--- src/rtl/beacon_mix_pkg.sv ---
// Shared types, default widths and the saturating adder for the beacon mixer.
package beacon_mix_pkg;

    localparam int DATA_W_DEF = 24;

    typedef enum logic [1:0] {
        ST_IDLE,
        ST_RAMP_UP,
        ST_HOLD,
        ST_RAMP_DOWN
    } ramp_state_t;

    typedef struct packed {
        logic                  sat;
        logic [DATA_W_DEF-1:0] val;
    } sat_res_t;

    // Clip a DATA_W+1 bit two's complement sum into DATA_W bits.
    // Overflow shows up as the two top bits disagreeing.
    function automatic sat_res_t sat_add(input logic [DATA_W_DEF:0] sum);
        sat_res_t r;
        r.sat = 1'b0;
        r.val = sum[DATA_W_DEF-1:0];
        if (sum[DATA_W_DEF] != sum[DATA_W_DEF-1]) begin
            r.sat = 1'b1;
            r.val = sum[DATA_W_DEF] ? {1'b1, {(DATA_W_DEF-1){1'b0}}}
                                    : {1'b0, {(DATA_W_DEF-1){1'b1}}};
        end
        return r;
    endfunction

endpackage

--- src/rtl/beacon_gain_ramp.sv ---
// Gain envelope for the beacon burst: ramp up, hold at unity, ramp down.
// Also owns the generator enable and the end-of-burst pulse.
module beacon_gain_ramp
    import beacon_mix_pkg::*;
#(
    parameter int GAIN_W    = 8,
    parameter int RAMP_STEP = 1,
    parameter int HOLD_LEN  = 400
) (
    input  logic            Clk,
    input  logic            Rst,
    input  logic            i_inject,
    output logic [GAIN_W:0] o_gain,
    output logic            o_beacon_en,
    output logic            o_done
);

    localparam int HCW = (HOLD_LEN > 1) ? $clog2(HOLD_LEN) : 1;
    localparam logic [GAIN_W:0]   FULL_G    = (GAIN_W+1)'(1 << GAIN_W);
    localparam logic [GAIN_W:0]   STEP_G    = (GAIN_W+1)'(RAMP_STEP);
    localparam logic [HCW-1:0]    HOLD_LAST = HCW'(HOLD_LEN - 1);

    ramp_state_t     r_state, w_state;
    logic [GAIN_W:0] r_gain, w_gain;
    logic [HCW-1:0]  r_hold_cnt, w_hold_cnt;
    logic            r_inject_d;
    logic            r_armed;
    logic            r_beacon_en, w_beacon_en;
    logic            r_done, w_done;

    logic [GAIN_W+1:0] w_up_sum;
    logic [GAIN_W:0]   w_gain_up;
    logic [GAIN_W:0]   w_gain_dn;
    logic              w_trigger;

    // Clamped ramp steps; the last step lands exactly on FULL or 0.
    assign w_up_sum  = {1'b0, r_gain} + {1'b0, STEP_G};
    assign w_gain_up = (w_up_sum >= {1'b0, FULL_G}) ? FULL_G : w_up_sum[GAIN_W:0];
    assign w_gain_dn = (r_gain <= STEP_G) ? '0 : (r_gain - STEP_G);

    // r_armed blocks the first cycle after reset, so an inject level that is
    // already high at reset release is seen as a level, not a rising edge.
    assign w_trigger = r_armed && i_inject && !r_inject_d;

    // State, counters and registered outputs.
    always_ff @(posedge Clk) begin
        if (Rst) begin
            r_state     <= ST_IDLE;
            r_gain      <= '0;
            r_hold_cnt  <= '0;
            r_inject_d  <= 1'b0;
            r_armed     <= 1'b0;
            r_beacon_en <= 1'b0;
            r_done      <= 1'b0;
        end else begin
            r_state     <= w_state;
            r_gain      <= w_gain;
            r_hold_cnt  <= w_hold_cnt;
            r_inject_d  <= i_inject;
            r_armed     <= 1'b1;
            r_beacon_en <= w_beacon_en;
            r_done      <= w_done;
        end
    end

    // Next-state and next-output decode.
    always_comb begin
        w_state     = r_state;
        w_gain      = r_gain;
        w_hold_cnt  = r_hold_cnt;
        w_beacon_en = r_beacon_en;
        w_done      = 1'b0;
        case (r_state)
            ST_IDLE: begin
                w_gain = '0;
                if (w_trigger) begin
                    w_state     = ST_RAMP_UP;
                    w_beacon_en = 1'b1;
                end
            end
            ST_RAMP_UP: begin
                if (!i_inject) begin
                    // Abort: start descending from the gain reached so far.
                    w_state = ST_RAMP_DOWN;
                end else begin
                    w_gain = w_gain_up;
                    if (w_gain_up == FULL_G) begin
                        w_state    = ST_HOLD;
                        w_hold_cnt = '0;
                    end
                end
            end
            ST_HOLD: begin
                if (!i_inject || (r_hold_cnt == HOLD_LAST)) begin
                    w_state = ST_RAMP_DOWN;
                end else begin
                    w_hold_cnt = r_hold_cnt + 1'b1;
                end
            end
            ST_RAMP_DOWN: begin
                w_gain = w_gain_dn;
                if (w_gain_dn == '0) begin
                    w_state     = ST_IDLE;
                    w_beacon_en = 1'b0;
                    w_done      = 1'b1;
                end
            end
            default: begin
                w_state = ST_IDLE;
                w_gain  = '0;
            end
        endcase
    end

    assign o_gain      = r_gain;
    assign o_beacon_en = r_beacon_en;
    assign o_done      = r_done;

endmodule

--- src/rtl/beacon_mixer.sv ---
// Scales the beacon by the ramp gain and adds it to the main path with
// saturation. Output sample and clip flag are registered together.
module beacon_mixer
    import beacon_mix_pkg::*;
#(
    // sat_add is sized for the package width, so DATA_W must stay at DATA_W_DEF.
    parameter int DATA_W    = DATA_W_DEF,
    parameter int GAIN_W    = 8,
    parameter int RAMP_STEP = 1,
    parameter int HOLD_LEN  = 400
) (
    input  logic                     Clk,
    input  logic                     Rst,
    input  logic                     inject,
    input  logic signed [DATA_W-1:0] beacon_in,
    input  logic signed [DATA_W-1:0] signal_in,
    output logic                     beacon_en,
    output logic signed [DATA_W-1:0] mix_out,
    output logic                     sat_out,
    output logic                     done
);

    localparam int PW = DATA_W + GAIN_W + 1;

    logic [GAIN_W:0]          w_gain;
    logic signed [PW-1:0]     w_prod;
    logic [DATA_W:0]          w_scaled;
    logic [DATA_W:0]          w_sum;
    logic                     w_unused_frac;
    sat_res_t                 w_sat;
    logic signed [DATA_W-1:0] r_mix;
    logic                     r_sat;

    beacon_gain_ramp #(
        .GAIN_W    (GAIN_W),
        .RAMP_STEP (RAMP_STEP),
        .HOLD_LEN  (HOLD_LEN)
    ) u_ramp (
        .Clk         (Clk),
        .Rst         (Rst),
        .i_inject    (inject),
        .o_gain      (w_gain),
        .o_beacon_en (beacon_en),
        .o_done      (done)
    );

    // Gain is unsigned, so zero-extend it before the signed multiply.
    assign w_prod = PW'(beacon_in) * PW'($signed({1'b0, w_gain}));

    // Taking the upper bits is the arithmetic shift by GAIN_W (floor toward -inf);
    // the result always fits DATA_W+1 bits since gain never exceeds unity.
    assign w_scaled      = w_prod[PW-1:GAIN_W];
    assign w_unused_frac = ^w_prod[GAIN_W-1:0];

    assign w_sum = {signal_in[DATA_W-1], signal_in} + w_scaled;
    assign w_sat = sat_add(w_sum);

    // Output register stage: one clock from the input samples.
    always_ff @(posedge Clk) begin
        if (Rst) begin
            r_mix <= '0;
            r_sat <= 1'b0;
        end else begin
            r_mix <= w_sat.val;
            r_sat <= w_sat.sat;
        end
    end

    assign mix_out = r_mix;
    assign sat_out = r_sat;

endmodule

--- config.mk ---
export PLATFORM = sky130hd
export DESIGN_NAME = beacon_mixer
export DESIGN_NICKNAME = d
export VERILOG_FILES = /design/src/rtl/beacon_mix_pkg.sv /design/src/rtl/beacon_gain_ramp.sv /design/src/rtl/beacon_mixer.sv
export SDC_FILE = /design/constraint.sdc
export NUM_CORES = 1
export LEC_CHECK = 0
export CORE_MARGIN = 10
export CORE_UTILIZATION = 47
export CTS_CLUSTER_DIAMETER = 80
export CTS_CLUSTER_SIZE = 16
export DETAILED_ROUTE_END_ITERATION = 12
export PLACE_DENSITY = 0.66
export SETUP_SLACK_MARGIN = 0.05
export SLEW_MARGIN = 10
export SYNTH_ARGS = -nofsm -noshare
export SYNTH_HDL_FRONTEND = slang
export SYNTH_SLANG_ARGS = --single-unit
--- constraint.sdc ---
create_clock -name Clk -period 10.95 [get_ports Clk]
set_clock_uncertainty 0.15 [all_clocks]
set_input_delay 2.7375 -clock Clk [delete_from_list [all_inputs] [get_ports Clk]]
set_output_delay 2.7375 -clock Clk [all_outputs]
set_load 0.1 [all_outputs]
# After elaboration in Yosys (flattened, before gate mapping)
# Cells that the tools add are included.
word_totals:
  wordCells: 66
  out_inout_bits: 27
  inputBits: 51
  regBits: 49
op_classes:
  addsub: 4
  n_mul: 1
  bitwise_logic: 1
  reduce_logical: 15
  muxes: 21
  magnitude_cmp: 2
  n_eq_ne: 13
op_table:
  columns: ["op", "n"]
  rows:
  - ["9-bit two-way mux", 6]
  - ["24-bit by 10-bit multiplier with 33-bit output", 1]
  - ["9-bit case mux with 3 select lines", 1]
  - ["25-bit adder", 1]
  - ["25-bit two-way mux", 1]
  - ["24-bit two-way mux", 1]
  - ["9-bit == test (second input constant)", 2]
  - ["9-bit case mux with 2 select lines", 1]
  - ["9-bit by 1-bit adder with 10-bit output (second input constant)", 1]
  - ["10-bit by 9-bit >= comparator with 1-bit output (second input constant)", 1]
  - ["2-bit two-way mux", 5]
  - ["9-bit by 1-bit adder with 9-bit output (second input constant)", 1]
  - ["9-bit by 1-bit <= comparator with 1-bit output (second input constant)", 1]
  - ["9-bit zero test", 1]
  - ["9-bit by 1-bit subtractor with 9-bit output (second input constant)", 1]
  - ["2-bit by 1-bit != test with 1-bit output (second input constant)", 4]
  - ["2-bit case mux with 4 select lines", 1]
  - ["4-bit AND reduction", 2]
  - ["2-bit == test (second input constant)", 2]
  - ["1-bit two-way mux", 4]
  - ["2-bit != test (second input constant)", 2]
  - ["2-bit nonzero test", 2]
  - ["3-bit by 2-bit != test with 1-bit output (second input constant)", 1]
  - ["3-bit AND reduction", 1]
  - ["other kinds (11)", 13]

# Longest topological paths before layout
depth:
  ltp_word: 7
  mapped_depth: 34
  ltp_nobuf: 31

# Modules after synthesis
# A second synthesis with hierarchy kept.
hier_totals:
  hier_cells: 1236
  hier_area_um2: 10759.1
by_module_without_submodules:
  columns: ["mod", "seq_area_each_um2", "cells_each", "n_inst", "area_per_inst_um2"]
  rows:
  - ["beacon_mixer", 500.5, 1036, 1, 9091.2]
  - ["beacon_gain_ramp", 480.5, 200, 1, 1667.8]

# Worst setup path before layout
# No wires, ideal clock.
synth_timing:
  path_kind: "input to register"
  start: "in beacon_in[5]"
  end: "reg r_mix[17], in the netlist mix_out[17]"
  setup_time_ns: 0.087
  path_slack_ns: 1.089
  t_arrival_ns: 9.624
  required_time_ns: 10.713
  n_path_buf: 2
  path_stages: 33
  cell_sequence: "buf_1 > nand2_1 > fa_1 > inv_1 > fa_1 > inv_1 > fa_1 > inv_1 > fa_1 > inv_1 > fa_1 > inv_1 > ha_1 > a21oi_1 > o21ai_0 > a21oi_1 > nand3_1 > a32oi_2 > nor2b_1 > or3_1 > mux2i_1 > a221oi_1 > ha_1 > a21oi_1 > nor2b_1 > o21ai_0 > nand3_1 > o21a_4 > xnor2_4 > xnor2_4 > nand3_4 > buf_6 > o31ai_1"
synth_between:
  elab_chain_len: 4
  elab_cells_between_ends: 5
  cone_classes: "add/sub: 1; mul: 1; eq/ne: 1; mux: 2"
synth_lines:
  columns: ["item", "line", "text"]
  rows:
  - ["start, declared", "beacon_mixer.sv:15", "input logic signed [DATA_W-1:0] beacon_in,"]
  - ["24-bit by 10-bit multiplier with 33-bit output (*)", "beacon_mixer.sv:48", "assign w_prod = PW'(beacon_in) * PW'($signed({1'b0, w_gain}));"]
  - ["25-bit adder (*)", "beacon_mixer.sv:55", "assign w_sum = {signal_in[DATA_W-1], signal_in} + w_scaled;"]
  - ["24-bit two-way mux / 1-bit != test (equally long branches)", "beacon_mix_pkg.sv:26, beacon_mix_pkg.sv:24", null]
  - ["25-bit two-way mux (*)", "beacon_mix_pkg.sv:24", "if (sum[DATA_W_DEF] != sum[DATA_W_DEF-1]) begin"]
  - ["end signal, assigned", "beacon_mixer.sv:64", "r_mix <= w_sat.val;"]
  - ["end, declared", "beacon_mixer.sv:31", "logic signed [DATA_W-1:0] r_mix;"]
# Mark *: on every way between the ends. The rest lies on a longest branch, timed or not.
# A chain may end at the register's enable or synchronous reset.

# Worst setup path after layout
layout_timing:
  start: "in beacon_in[13]"
  end: "reg r_mix[21], in the netlist mix_out[21]"
# The elaborated chain is that of the path after synthesis.

==> impl_metrics.py <==
metrics = {
    "grt": {
        "grt_usage": 0.179,
        "grt_max_degree": 34,
        "overflow": 0,
        "grt_pass1_wl_mm": 42.2,
        "grt_pass1_vias": 8531,
        "antenna_found_initial": 2,
    },
    "place": {
        "hpwl_mm": 21.0,
        "placed_cell_area_sq_um": 11700,
        "port_buffers": 77,
        "gp_congestion": 0.865,
    },
    "synth": {
        "synth_fa_ha_area_frac": 0.454,
        "synth_top_family_by_area": "adder cells",
        "synth_simple_gate_area_frac": 0.182,
        "synth.top_cell.area_share": 0.330,
        "synth-compound-area-share": 0.120,
        "syn_nets": 1545,
        "ys_types": 74,
        "netlist_area_sq_um": 10600,
        "synth_common_cells": "inv_1, fa_1, nand2_1",
        "synthFlopType": "dfxtp_1",
        "synth_edf_count": 0,
        "synth_area_leader_cell": "fa_1",
        "syn_area_per_cell_sq_um": 8.76,
        "synth_xor_area_frac": 0.0555,
        "syn_inst": 1213,
        "seq_area_frac_synth": 0.0923,
        "synth.area.top_cells": "fa_1, ha_1, dfxtp_1, inv_1, and2_1",
        "ys_warn_count": 0,
        "yosysMostFrequentCell": "inv_1",
        "async_flop_share": 0,
        "yosys_register_bits": 49,
        "muxShareOfSynthArea": 0.00471,
    },
    "critical_path": {
        "slowest_stage": "clkdlybuf4s50_1",
        "crit_required_ns": 11.01,
        "critPathLaunch": "beacon_in[13]",
        "worst_r2r_startpoint": "u_ramp.o_gain[1]$_SDFFE_PP0P_",
        "crit_top_cell": "fa_1",
        "worstSetupStartpointType": "input port",
        "worstSetupPathType": "in -> reg",
        "max_stage_delay_ns": 0.72,
        "critPathCaptureType": "register",
        "cp.arrival_ns": 10.52,
        "crit_fanout": 13,
    },
    "finish": {
        "n_fill_cell": 2080,
        "finalInstanceArea_sq_um": 11900,
        "multiInputGateArea_sq_um": 8690,
        "drive_gt1_frac": 0.0549,
        "final_util": 0.540,
        "ff_latch_area_sq_um": 981,
        "area_delta_synth_final_pct": 12.0,
        "nets": 1605,
    },
    "clock_tree": {
        "cts.sinks": 49,
        "clockRootBuffer": "clkbuf_16",
        "clkLatencyLatePin_ns": 0.29,
        "cts_tree": "yes",
        "cts_buffer_depth": 2,
        "cts_resized": 0,
        "clk_pin_slew_ns": 0.07,
        "hold_buffers": 0,
        "htree_levels": 2,
        "numCtsBuffers": 5,
        "post_cts_buffers": 0,
    },
    "power": {
        "netSwitchingFraction": 0.561,
        "p_switching_w": 0.00103,
        "p_clk_frac": 0.088,
        "leakage_nw": 6.10,
        "cellPowerDensity_nw_per_um2": 154,
        "p_seq_frac": 0.144,
        "internal_power_w": 0.000802,
        "power_frac_comb": 0.767,
        "peakVddDrop_uv": 172,
    },
    "run_status": {
        "outcome": "finished, final reports clean",
    },
    "floorplanning": {
        "die_area_sq_um": 29000,
        "core_area_sq_um": 22000,
        "die_height_um": 170,
        "io_pins": 78,
        "rows": 54,
        "die_x_um": 170,
        "initial_core_util": 0.482,
    },
    "timing": {
        "maxSlewViolCount": 0,
        "finalCritPeriodShare": 0.956,
        "maxSlewHeadroom": 0.311,
        "finalSetupViolCount": 0,
        "tightest_slew_ns": 1.03,
        "min_period_ns": 10.46,
        "rsz0062_at_grt": "no",
        "max_freq_ghz": 0.0956,
        "hold_ws_ns": 0.378,
        "hold_violations": 0,
    },
    "hold_path": {
        "min_path_type": "reg -> reg",
        "min_from": "u_ramp.r_hold_cnt[8]$_SDFFE_PP0P_",
    },
    "flow_run": {
        "drv_cap": 0,
    },
    "drt": {
        "drc": 0,
        "vias": 8221,
        "drt_iter0_drc": 375,
        "routed_via_density": 5.28,
        "ant_nets": 0,
        "wirelength_mm": 25.4,
        "avgRoutedWirePerCell_um": 16.3,
        "drtPass1Iterations": 5,
    },
}
cells by family after synthesis:
| kind of cell | count (synthesis) |
|---|---|
| buf+inv | 250 |
| xor+xnor | 60 |
| fa+ha+maj | 281 |
| simple gates | 392 |
| mux | 5 |
| flops | 49 |
| compound gates | 176 |
path summary, 6_finish.rpt:
kind                                       endpoint  cells after the start  slack (ns)
setup / recovery             mix_out[21]$_SDFF_PP0_                     30        0.49
hold / removal    u_ramp.r_hold_cnt[8]$_SDFFE_PP0P_                      2        0.38
setup reg to reg             mix_out[21]$_SDFF_PP0_                     29        2.50
hold reg to reg   u_ramp.r_hold_cnt[8]$_SDFFE_PP0P_                      2        0.38
per-layer routing:
layer / vias to the layer above / wire length, um / GRT usage
met2: 149 / 13100 / 0.320
met4: 0 / 448 / 0.0408
li1: 3964 / - / -
met3: 30 / 918 / 0.0176
met5: - / 0 / 0
met1: 4078 / 11000 / 0.227
sequential cells by signal, summed over array words and instances (netlist names):
| name | flops |
|---|---|
| u_ramp.o_beacon_en | 1 |
| u_ramp.r_inject_d | 1 |
| u_ramp.o_done | 1 |
| u_ramp.r_hold_cnt | 9 |
| sat_out | 1 |
| mix_out | 24 |
| u_ramp.o_gain | 9 |
| u_ramp.r_armed | 1 |
| u_ramp.r_state | 2 |
power by group through the flow:
stage	sequential, W	clock [W]	combinational [W]
global route	0.000269	0.000172	0.00154
CTS	0.000265	0.000166	0.00142
floorplan	0.000547	0	0.000818
finish	0.000264	0.000161	0.00140
detailed placement	0.000269	0	0.00141
global placement	0.000268	0	0.00139
per-stage QoR:
stage | setup slack (ns) | power, W | setup TNS, ns | instances
2_1_floorplan | 1.09 | 0.00137 | 0 | 1213
3_3_place_gp | 0.163 | 0.00166 | 0 | 1546
3_5_place_dp | -0.00728 | 0.00168 | -0.00728 | 1546
4_1_cts | 0.268 | 0.00185 | 0 | 1554
5_1_grt | 0.0541 | 0.00198 | 0 | 1556
6_report | 0.486 | 0.00183 | 0 | 1557
placed cells by master, fill, tap and decap left out, types with 3 or more instances in the layout:
| cell | instances |
|---|---|
| o21ai_0 | 22 |
| nand2b_1 | 5 |
| nand2_1 | 142 |
| mux2i_1 | 5 |
| nor3_1 | 16 |
| and4_1 | 3 |
| nor2b_1 | 8 |
| a22oi_1 | 4 |
| nand4_1 | 6 |
| diode_2 | 3 |
| nor2_1 | 61 |
| xor2_1 | 19 |
| a21o_1 | 15 |
| buf_4 | 23 |
| o221ai_1 | 3 |
| a211oi_1 | 7 |
| dfxtp_1 | 49 |
| fa_1 | 175 |
| and3_1 | 10 |
| dlymetal6s2s_1 | 4 |
| a31oi_1 | 5 |
| nand3_1 | 17 |
| a211oi_2 | 3 |
| nor4_1 | 3 |
| clkdlybuf4s50_1 | 73 |
| xnor2_1 | 37 |
| ha_1 | 106 |
| o21ai_2 | 15 |
| o21ai_1 | 9 |
| a21oi_1 | 44 |
| and2_1 | 108 |
| clkbuf_16 | 5 |
| o31ai_1 | 4 |
| inv_1 | 203 |
| o21a_1 | 9 |
critical path: cells and delay by family:
family                     cells  cell delay (ns)
adders and majority gates      7             3.21
AOI/OAI and AO/OA              7             1.52
and+or+nand+nor                8             1.40
buffers and inverters          5             1.07
xor gates and xnor gates       2             0.46
muxes                          1             0.10
layout make-up:
cell class	count	area share
clock buffer	5	0.0105
multi-input combinational	914	0.730
timing repair buffer	100	0.0801
clock inverter	3	0.00242
antenna	3	0.000631
tap	280	0.0294
sequential	49	0.0824
inverter	203	0.0640
Power figures use the tool's default switching activity.
